--- src/rtl/kbd_scan_seq.sv ---
// PS/2 scan-code sequencer: pops bytes from the receiver FIFO and tracks make/break/E0 state.
// Define KBD_ASCII_EN to enable the scan-code to ASCII lookup on key_ascii.
module kbd_scan_seq #(
  parameter int CNT_W = 8
) (
  input  logic             clk,
  input  logic             clrn,
  input  logic             ready,
  input  logic [7:0]       data,
  input  logic             overflow,
  output logic             nextdata_n,
  output logic [7:0]       key_code,
  output logic [7:0]       key_ascii,
  output logic             key_valid,
  output logic             key_down,
  output logic             extended,
  output logic [CNT_W-1:0] press_cnt,
  output logic             ovf_seen
);

  typedef enum logic [1:0] {IDLE, POP, SETTLE} state_t;

  state_t state;
  logic   ext_pend;
  logic   brk_pend;

`ifdef KBD_ASCII_EN
  function automatic logic [7:0] ascii_lut(input logic [7:0] code);
    logic [7:0] a;
    case (code)
      8'h1C: a = 8'h61; 8'h32: a = 8'h62; 8'h21: a = 8'h63; 8'h23: a = 8'h64;
      8'h24: a = 8'h65; 8'h2B: a = 8'h66; 8'h34: a = 8'h67; 8'h33: a = 8'h68;
      8'h43: a = 8'h69; 8'h3B: a = 8'h6A; 8'h42: a = 8'h6B; 8'h4B: a = 8'h6C;
      8'h3A: a = 8'h6D; 8'h31: a = 8'h6E; 8'h44: a = 8'h6F; 8'h4D: a = 8'h70;
      8'h15: a = 8'h71; 8'h2D: a = 8'h72; 8'h1B: a = 8'h73; 8'h2C: a = 8'h74;
      8'h3C: a = 8'h75; 8'h2A: a = 8'h76; 8'h1D: a = 8'h77; 8'h22: a = 8'h78;
      8'h35: a = 8'h79; 8'h1A: a = 8'h7A;
      8'h45: a = 8'h30; 8'h16: a = 8'h31; 8'h1E: a = 8'h32; 8'h26: a = 8'h33;
      8'h25: a = 8'h34; 8'h2E: a = 8'h35; 8'h36: a = 8'h36; 8'h3D: a = 8'h37;
      8'h3E: a = 8'h38; 8'h46: a = 8'h39;
      8'h29: a = 8'h20; 8'h5A: a = 8'h0D;
      default: a = 8'h00;
    endcase
    return a;
  endfunction
`else
  assign key_ascii = 8'h00;
`endif

  always_ff @(posedge clk) begin
    if (!clrn) begin
      state      <= IDLE;
      nextdata_n <= 1'b1;
      key_code   <= 8'h00;
      key_valid  <= 1'b0;
      key_down   <= 1'b0;
      extended   <= 1'b0;
      press_cnt  <= '0;
      ovf_seen   <= 1'b0;
      ext_pend   <= 1'b0;
      brk_pend   <= 1'b0;
`ifdef KBD_ASCII_EN
      key_ascii  <= 8'h00;
`endif
    end else begin
      key_valid  <= 1'b0;
      nextdata_n <= 1'b1;
      if (overflow)
        ovf_seen <= 1'b1;
      case (state)
        IDLE: begin
          if (ready) begin
            // Byte is decoded at the accepting edge; POP/SETTLE only give the FIFO time to advance.
            state      <= POP;
            nextdata_n <= 1'b0;
            if (data == 8'hE0) begin
              ext_pend <= 1'b1;
            end else if (data == 8'hF0) begin
              brk_pend <= 1'b1;
            end else if (brk_pend) begin
              if (data == key_code && key_down)
                key_down <= 1'b0;
              ext_pend <= 1'b0;
              brk_pend <= 1'b0;
            end else if (key_down && data == key_code && ext_pend == extended) begin
              ext_pend <= 1'b0;
            end else begin
              key_code  <= data;
              extended  <= ext_pend;
              key_down  <= 1'b1;
              key_valid <= 1'b1;
              press_cnt <= press_cnt + 1'b1;
              ext_pend  <= 1'b0;
`ifdef KBD_ASCII_EN
              key_ascii <= ext_pend ? 8'h00 : ascii_lut(data);
`endif
            end
          end
        end
        POP:     state <= SETTLE;
        SETTLE:  state <= IDLE;
        default: state <= IDLE;
      endcase
    end
  end

endmodule

--- config.mk ---
export PLATFORM = sky130hd
export DESIGN_NAME = kbd_scan_seq
export DESIGN_NICKNAME = d
export VERILOG_FILES = /design/src/rtl/kbd_scan_seq.sv
export SDC_FILE = /design/constraint.sdc
export NUM_CORES = 1
export LEC_CHECK = 0
export CAP_MARGIN = 20
export CORE_ASPECT_RATIO = 0.6
export CORE_MARGIN = 1
export CORE_UTILIZATION = 30
export DETAILED_ROUTE_END_ITERATION = 10
export GPL_TIMING_DRIVEN = 0
export HOLD_SLACK_MARGIN = 0.05
export SETUP_SLACK_MARGIN = 0.2
export SYNTH_ARGS = -nofsm -noshare
export SYNTH_HDL_FRONTEND = slang
export SYNTH_SLANG_ARGS = --single-unit
--- constraint.sdc ---
create_clock -name clk -period 2.8 [get_ports clk]
set_clock_uncertainty 0.2 [all_clocks]
set_input_delay 0.28 -clock clk [delete_from_list [all_inputs] [get_ports clk]]
set_output_delay 0.28 -clock clk [all_outputs]
set_load 0.02 [all_outputs]
==> impl_metrics.toml, run 1 <==
[outcome]
outcome = "finished, final reports clean"

[synthesis]
yosysTopAreaCell = "dfxtp_1"
synth_cells = 134
synth.top_cell.area_share_pct = 44.74
syn_area_per_cell_um2 = 8.348
seq_area_frac_synth_pct = 44.74
synth.distinct_cells = 26
syn-cell-area_um2 = 1119
ys_ff_latch = 25
yosysWarnings = 0
netlist_top_cells_area = "dfxtp_1 45%, xnor2_1 7.0%, nand2_1 6.0%"

[cells_and_area]
nets = 191
area_growth_pct = 40.60
final_common_cell = "clkdlybuf4s50_1"
final_cell_area_um2 = 1573
finalCoreUtilization_pct = 46.21
drive_gt1_share_pct = 10.17
multi_input_area_um2 = 550.5
seq_area_um2 = 500.5
fillCellCount = 330
layout_common_cells = "32 x clkdlybuf4s50_1, 25 x dfxtp_1, 18 x nand2_1, 13 x o21ai_0, 12 x nand3_1"
n_antenna_cell = 0

[worst_setup_path]
critical_path_required_ns = 2.74
worst_setup_path_start_kind = "input port"
crit_type = "input port to flip-flop"
cp.arrival_ns = 2.27
path_cells = "clkdlybuf4s50_1 -> xnor2_1 -> nand4_1 -> o31ai_2 -> clkbuf_1 -> o21ai_0"
slowest_delay_ns = 0.56
worstPathMaxFanout = 10
slowest_stage = "o31ai_2"
ff2ff_path_depth = 5
setup.worst_path.end_class = "flip-flop"

[clock_tree]
cts_buffer_depth = 2
cts_root_buf = "clkbuf_8"
cts.sinks = 25
cts_resized = 0
post_cts_buffers = 0
clk_latency_ns = 0.27
htreeDepth = 1
cts.clk_slew.worst_paths_ns = 0.08
ctsHoldBuffers = 0
numCtsBuffers = 3
cts_tree = "yes"

[die]
fp.coreArea_um2 = 3403
rows = 16
start_util_pct = 32.87
die_h_um = 49.30
dieArea_um2 = 3985
ios = 41
die_w_um = 80.83

[sta]
hold_viol_final = 0
tightestPinTransition_ns = 0.5824
slew_viol_final = 0
finalSetupViolations = 0
finalCriticalPeriod_ns = 2.328
period_share_pct = 83.13
max_freq_mhz = 429.6
holdWs_ns = 0.2540
maxSlewHeadroom_pct = 60.56
rsz0062_at_grt = "no"

[detailed_routing]
drt_pass1_iterations = 4
post-route-drc-count = 0
viasPerCell = 4.811
routed_wl_um = 2706
wire_per_inst_um = 12.19
ant_nets = 0
num_vias = 1068
drt_iter0_drc = 15

[hold_path]
whs_path_depth = 1
hold_class = "flip-flop to flip-flop"

[grt]
grt_usage_pct = 14.91
antenna_found_initial = 0
grt_max_degree = 15
grt_remaining_overflow = 0
grt_pass1_vias = 1011
grt_pass1_wl_um = 4471

[placed_design]
dp_hpwl_um = 2129
routabilityCongestion = 0.8446
numPortBuffers = 32
dpl-instance-area_um2 = 1521

[run]
drv_cap = 0

[pwr]
p_per_area_nw_per_um2 = 489.4
peakVddDrop_v = 0.0002320
cellLeakagePower_uw = 0.0005845
==> per-layer routing <==
layer	up-vias	share of wire, %	GRT usage (%)
met2	43	42	23.39
li1	535	-	-
met3	5	7.9	5.047
met1	485	49	19.07
met4	0	0.89	4.762
met5	-	0	0
==> cell usage after synthesis <==
cell	n
dfxtp_1	25
nand2_1	18
o21ai_0	13
nand3_1	12
a21oi_1	10
xnor2_1	9
buf_4	8
nor2_1	6
inv_1	5
clkbuf_1	4
o31ai_1	4
or3_1	3
nand4_1	2
nor3b_1	2
or3_2	2
a211oi_2	1
and3_2	1
buf_2	1
conb_1	1
ha_1	1
nand3b_1	1
nor4_1	1
o311ai_1	1
or3b_1	1
or4_1	1
xor2_1	1
==> sequential cells by signal (all words and copies together), names as in the netlist <==
signal,flops
brk_pend,1
key_valid,1
key_code,8
ovf_seen,1
state,2
nextdata_n,1
ext_pend,1
key_down,1
extended,1
press_cnt,8
==> worst max-delay path, delay by kind of cell <==
kind                      cells  cell delay [ns]
xor gates and xnor gates      1             0.13
and+or+nand+nor               1             0.19
buffers and inverters         2             0.92
AOI/OAI and AO/OA             2             0.73
==> where the power goes <==
part           total [uW]  internal [uW]  switching [uW]
clock network         218           99.7             119
registers             392            375            17.5
logic                 159           74.3            84.8
total                 770            549             221
==> area by class of cell <==
type	count	area share, %
well taps	45	3.580
clock inverters	1	0.3182
multi-input cells	98	35.00
inverters	5	1.193
repair buffers	32	20.37
clock buffers	3	2.625
plain buffers	13	5.091
flip-flops and latches	25	31.82
==> cell families after synthesis <==
logic type / after synthesis / synth area share (%)
other cells: 1 / 0.3352
buf+inv: 18 / 8.836
compound gates: 29 / 14.88
xor+xnor: 10 / 7.831
flops: 25 / 44.74
simple gates: 50 / 22.26
fa+ha+maj: 1 / 1.118
==> per-stage QoR <==
stage                     cells  setup TNS (ns)  setup slack (ns)  total power [uW]
after CTS                   222               0            0.2758             775.5
after detailed placement    218        -0.06321          -0.03787             558.2
after global routing        222               0            0.2566             814.1
final                       222               0            0.4723             769.6
after floorplan             141               0            0.7522             489.8
after global placement      218               0           0.08199             554.6
==> path summary, 6_finish.rpt <==
path                    start  slack [ns]          end
setup / recovery      data[5]        0.47  key_code[2]
hold / removal       state[1]        0.25     state[1]
setup reg to reg  key_code[4]        0.62  key_code[2]
hold reg to reg      state[1]        0.25     state[1]
Power figures use the tool's default switching activity.
==> run 2: changes to the inputs <==
==> constraint.sdc (replaced) <==
create_clock -name clk -period 2.4 [get_ports clk]
set_clock_uncertainty 0.2 [all_clocks]
set_input_delay 0.24 -clock clk [delete_from_list [all_inputs] [get_ports clk]]
set_output_delay 0.24 -clock clk [all_outputs]
set_load 0.02 [all_outputs]
==> impl_metrics.toml, run 2 (synthesis gave the netlist of run 1 again) <==
[worst_setup_path]
critical_path_required_ns = 2.41
crit_family = "simple AND/OR/NAND/NOR gates"
worst_setup_path_start_kind = "input port"
slowest_stage = "clkdlybuf4s50_1"
path_cells = "clkdlybuf4s50_1 -> or3b_4 -> a211oi_4 -> buf_6 -> o31ai_4 -> or3_1 -> a21oi_1"
slowest_delay_ns = 0.47
cp_num_buf_inv = 2
worstPathMaxFanout = 8
setup.worst_path.end_class = "flip-flop"
cp.arrival_ns = 2.11
crit_type = "input port to flip-flop"

[detailed_routing]
routed-wl-met2_um = 1292
num_vias = 1076
viasPerCell = 4.740
drt_iter0_drc = 21
wl_met1_um = 1434
met3WireLength_um = 165
wire_per_inst_um = 12.85
highest_layer = "met4"
ant_nets = 0
routed_wl_um = 2916
post-route-drc-count = 0
drt_pass1_iterations = 4

[sta]
period_share_pct = 87.81
finalCriticalPeriod_ns = 2.107
maxSlewHeadroom_pct = 62.14
slew_viol_final = 0
tightestPinTransition_ns = 0.5667
holdWs_ns = 0.2636
hold_viol_final = 0
max_freq_mhz = 474.5
setup_ws_ns = 0.2926
rsz0062_at_grt = "yes"
finalSetupViolations = 0

[clock_tree]
ctsHoldBuffers = 0
htreeDepth = 1
numCtsBuffers = 3
cts.clk_slew.worst_paths_ns = 0.09
cts_root_buf = "clkbuf_8"
cts.sinks = 25
cts_buffer_depth = 2
cts_tree = "yes"
clk_latency_ns = 0.27

[die]
ios = 41
dieArea_um2 = 3985
die_w_um = 80.83
die_h_um = 49.30
start_util_pct = 32.87
rows = 16
fp.coreArea_um2 = 3403

[pwr]
cellLeakagePower_uw = 0.0006169
p_per_area_nw_per_um2 = 551.5
peakVddDrop_v = 0.0002605
total_power_uw = 921.2

[grt]
grt_pass1_vias = 1021
grt_remaining_overflow = 0
grt_max_degree = 15
antenna_found_initial = 0
grt_pass1_wl_um = 4657
grt_usage_pct = 15.50

[placed_design]
dp_hpwl_um = 2129
routabilityCongestion = 0.8446
place_ws_ns = -0.3979
dp_cells = 218
numPortBuffers = 32

[cells_and_area]
layout_common_cells = "32 x clkdlybuf4s50_1, 25 x dfxtp_1, 18 x nand2_1, 14 x buf_4, 13 x o21ai_0"
n_antenna_cell = 0
area_growth_pct = 49.33
nets = 196
fillCellCount = 320
multi_input_area_um2 = 600.6
finalCoreUtilization_pct = 49.08
drive_gt1_share_pct = 15.38
finalNonFillerCells = 227
reg_top3 = "key_code: 8 flops, press_cnt: 8 flops, state: 2 flops"
seq_area_um2 = 500.5
final_common_cell = "clkdlybuf4s50_1"

[run]
drv_cap = 0

[hold_path]
hold_class = "flip-flop to flip-flop"

[outcome]
outcome = "finished, final reports clean"
==> run 2: final cells by class <==
class                   instances  share of cell area [%]
well taps                      45                   3.371
inverters                       5                   1.124
clock inverters                 1                  0.2996
repair buffers                 37                   21.65
plain buffers                  13                   5.169
multi-input cells              98                   35.96
clock buffers                   3                   2.472
flip-flops and latches         25                   29.96
==> run 2: layer usage <==
| metal | up-vias | GRT usage (%) |
|---|---|---|
| met5 | - | 0 |
| met4 | 0 | 3.571 |
| met3 | 5 | 4.673 |
| met2 | 37 | 25.21 |
| met1 | 494 | 20.00 |
| li1 | 540 | - |
==> run 2: per-stage QoR <==
step           instance area, um^2  TNS [ns]
6_report                      1670         0
3_5_place_dp                  1521    -4.326
4_1_cts                       1632         0
3_3_place_gp                  1521    -3.065
2_1_floorplan                 1145         0
5_1_grt                       1670         0
==> run 2: what timing repair did <==
action                                  in CTS  in global routing
endpoints found under the setup margin      15                 13
pin swaps                                    3                  5
setup buffers                                2                  3
endpoints found under the hold margin        0                  0
gates resized for setup                      8                  8
==> run 2: worst paths after layout <==
check                           cells past startpoint           end  slack, ns      from
worst max-delay path                                7  press_cnt[4]       0.29     ready
worst min-delay path                                1      state[1]       0.26  state[1]
worst max register to register                      6  press_cnt[4]       0.39  state[0]
worst min register to register                      1      state[1]       0.26  state[1]
==> run 2: where the power goes <==
group / switching (uW) / internal [uW]
Clock: 135 / 116
Sequential: 21.3 / 437
Combinational: 110 / 102
Total: 266 / 655
==> run 3: changes to the inputs <==
--- a/config.mk
+++ b/config.mk
@@ -12,7 +12,7 @@
 export DETAILED_ROUTE_END_ITERATION = 10
 export GPL_TIMING_DRIVEN = 0
 export HOLD_SLACK_MARGIN = 0.05
-export SETUP_SLACK_MARGIN = 0.2
+export SETUP_SLACK_MARGIN = 0.5
 export SYNTH_ARGS = -nofsm -noshare
 export SYNTH_HDL_FRONTEND = slang
 export SYNTH_SLANG_ARGS = --single-unit
==> impl_metrics.toml, run 3 (synthesis gave the netlist of run 1 again) <==
[cells_and_area]
area_growth_pct = 70.36
reg_top3 = "key_code: 8 flops, press_cnt: 8 flops, state: 2 flops"
nets = 206
final_common_cell = "clkdlybuf4s50_1"
n_antenna_cell = 0
fillCellCount = 311
seq_area_um2 = 513.0
layout_common_cells = "23 x clkdlybuf4s50_1, 18 x nand2_1, 17 x buf_4, 17 x dfxtp_1, 9 x o21ai_1"
drive_gt1_share_pct = 32.29
multi_input_area_um2 = 733.2

[pwr]
p_per_area_nw_per_um2 = 500.8
cellLeakagePower_uw = 0.0007192
total_power_uw = 954.3
peakVddDrop_v = 0.0002692

[worst_setup_path]
worstPathMaxFanout = 4
crit_family = "simple AND/OR/NAND/NOR gates"
slowest_stage = "or3b_4"
r2r_end = "press_cnt[6]"
path_cells = "or3b_4 -> a211oi_4 -> o311ai_4 -> buf_4 -> or3_4 -> a21oi_2"
ff2ff_path_depth = 6
cp.depth = 6
crit_type = "flip-flop to flip-flop"
slowest_delay_ns = 0.40
cp.arrival_ns = 2.10
critical_path_required_ns = 2.40
worst_setup_path_start_kind = "flip-flop"
setup.worst_path.end_class = "flip-flop"
cp_num_buf_inv = 1
timing.rr.start = "state[0]"
reg2reg_slack_ns = 0.31

[die]
die_h_um = 49.30
dieArea_um2 = 3985
start_util_pct = 32.87
ios = 41
die_w_um = 80.83
rows = 16
fp.coreArea_um2 = 3403

[detailed_routing]
drt_iter0_drc = 38
viasPerCell = 4.743
post-route-drc-count = 0
ant_nets = 0
drt_pass1_iterations = 4
routed_wl_um = 3094
wire_per_inst_um = 13.05
num_vias = 1124

[sta]
tightestPinTransition_ns = 0.6179
finalCriticalPeriod_ns = 2.094
maxSlewHeadroom_pct = 58.72
period_share_pct = 87.27
slew_viol_final = 0
rsz0062_at_grt = "yes"
finalSetupViolations = 0
max_freq_mhz = 477.5
hold_viol_final = 0
setup_ws_ns = 0.3056

[run]
drv_cap = 0

[clock_tree]
cts_root_buf = "clkbuf_8"
htreeDepth = 1
cts_buffer_depth = 2
clk_latency_ns = 0.27
cts.sinks = 25
ctsHoldBuffers = 0
numCtsBuffers = 3
cts.clk_slew.worst_paths_ns = 0.09
cts_tree = "yes"

[hold_path]
worstHoldStart = "data[6]"
hold_class = "input port to flip-flop"
worstHoldEndpoint = "key_code[6]"
whs_path_depth = 3

[grt]
grt_pass1_vias = 1072
grt_remaining_overflow = 0
grt_pass1_wl_um = 5140
grt_usage_pct = 16.94
grt_max_degree = 14
antenna_found_initial = 0

[outcome]
outcome = "finished, final reports clean"

[placed_design]
routabilityCongestion = 0.7754
place_ws_ns = -0.1929
numPortBuffers = 32
dp_hpwl_um = 2130
run 3: cell types whose count changed in the layout (fill, tap and decap cells not counted), moves of 3 or more:
cell	before	now
clkdlybuf4s50_1	32	23
buf_6	1	5
a21oi_1	9	6
a21oi_2	1	4
dfxtp_1	25	17
dfxtp_2	0	7
buf_4	14	17
dlygate4sd2_1	0	7
nand3_1	12	5
nand3_2	0	7
o21ai_0	13	1
o21ai_1	0	9
run 3: power breakdown:
| group | switching [uW] | internal, uW |
|---|---|---|
| sequential | 22.6 | 438 |
| combinational | 128 | 117 |
| clock | 129 | 119 |
| total | 280 | 675 |
run 3: through the flow:
step           instance area [um^2]  std cells  hold WS [ns]  utilization, %  setup TNS (ns)
2_1_floorplan                  1165        141        0.1558               -               0
3_3_place_gp                   1541        218        0.2277           45.29          -1.345
3_5_place_dp                   1541        218        0.2392           45.29          -1.853
4_1_cts                        1749        234        0.2325           51.40               0
5_1_grt                        1906        237       0.09959           55.99               0
6_report                       1906        237       0.08265           55.99               0
run 3: cell type report:
class	count	share of cell area, %
Multi-Input combinational cell	99	38.48
Sequential cell	25	26.92
Timing Repair Buffer	46	23.24
Buffer	13	5.056
Tap cell	45	2.955
Clock buffer	4	2.364
Inverter	5	0.9849
run 3: how the worst max path moves through the flow:
stage	to	slack [ns]	startpoint
global route	press_cnt[6]	0.28	state[0]
detailed placement	key_code[5]	-0.19	data[0]
finish	press_cnt[6]	0.31	state[0]
floorplan	press_cnt[7]	0.46	state[0]
global placement	key_code[2]	-0.14	data[2]
CTS	press_cnt[7]	0.31	state[1]
run 3: repair_timing:
action                                 4_1_cts  5_1_grt
pin swaps                                    8       14
gates cloned                                 3        0
buffers inserted                             9        3
setup endpoints to repair                   17       18
resized for setup                           25       44
endpoints found under the hold margin        0        0
run 3: per-layer routing:
layer / vias to the layer above / wire length [um] / GRT usage [%]
met5: - / 0 / 0
met4: 0 / 23 / 5.655
met3: 5 / 213 / 5.421
met2: 35 / 1430 / 26.89
met1: 519 / 1427 / 21.52
li1: 565 / - / -
run 3: worst register-to-register path, stage by stage, from the launching register on:
cell and delay [ns]:
dfxtp_2 0.33, or3b_4 0.40, a211oi_4 0.32, o311ai_4 0.18, buf_4 0.16, or3_4 0.32
a21oi_2 0.12
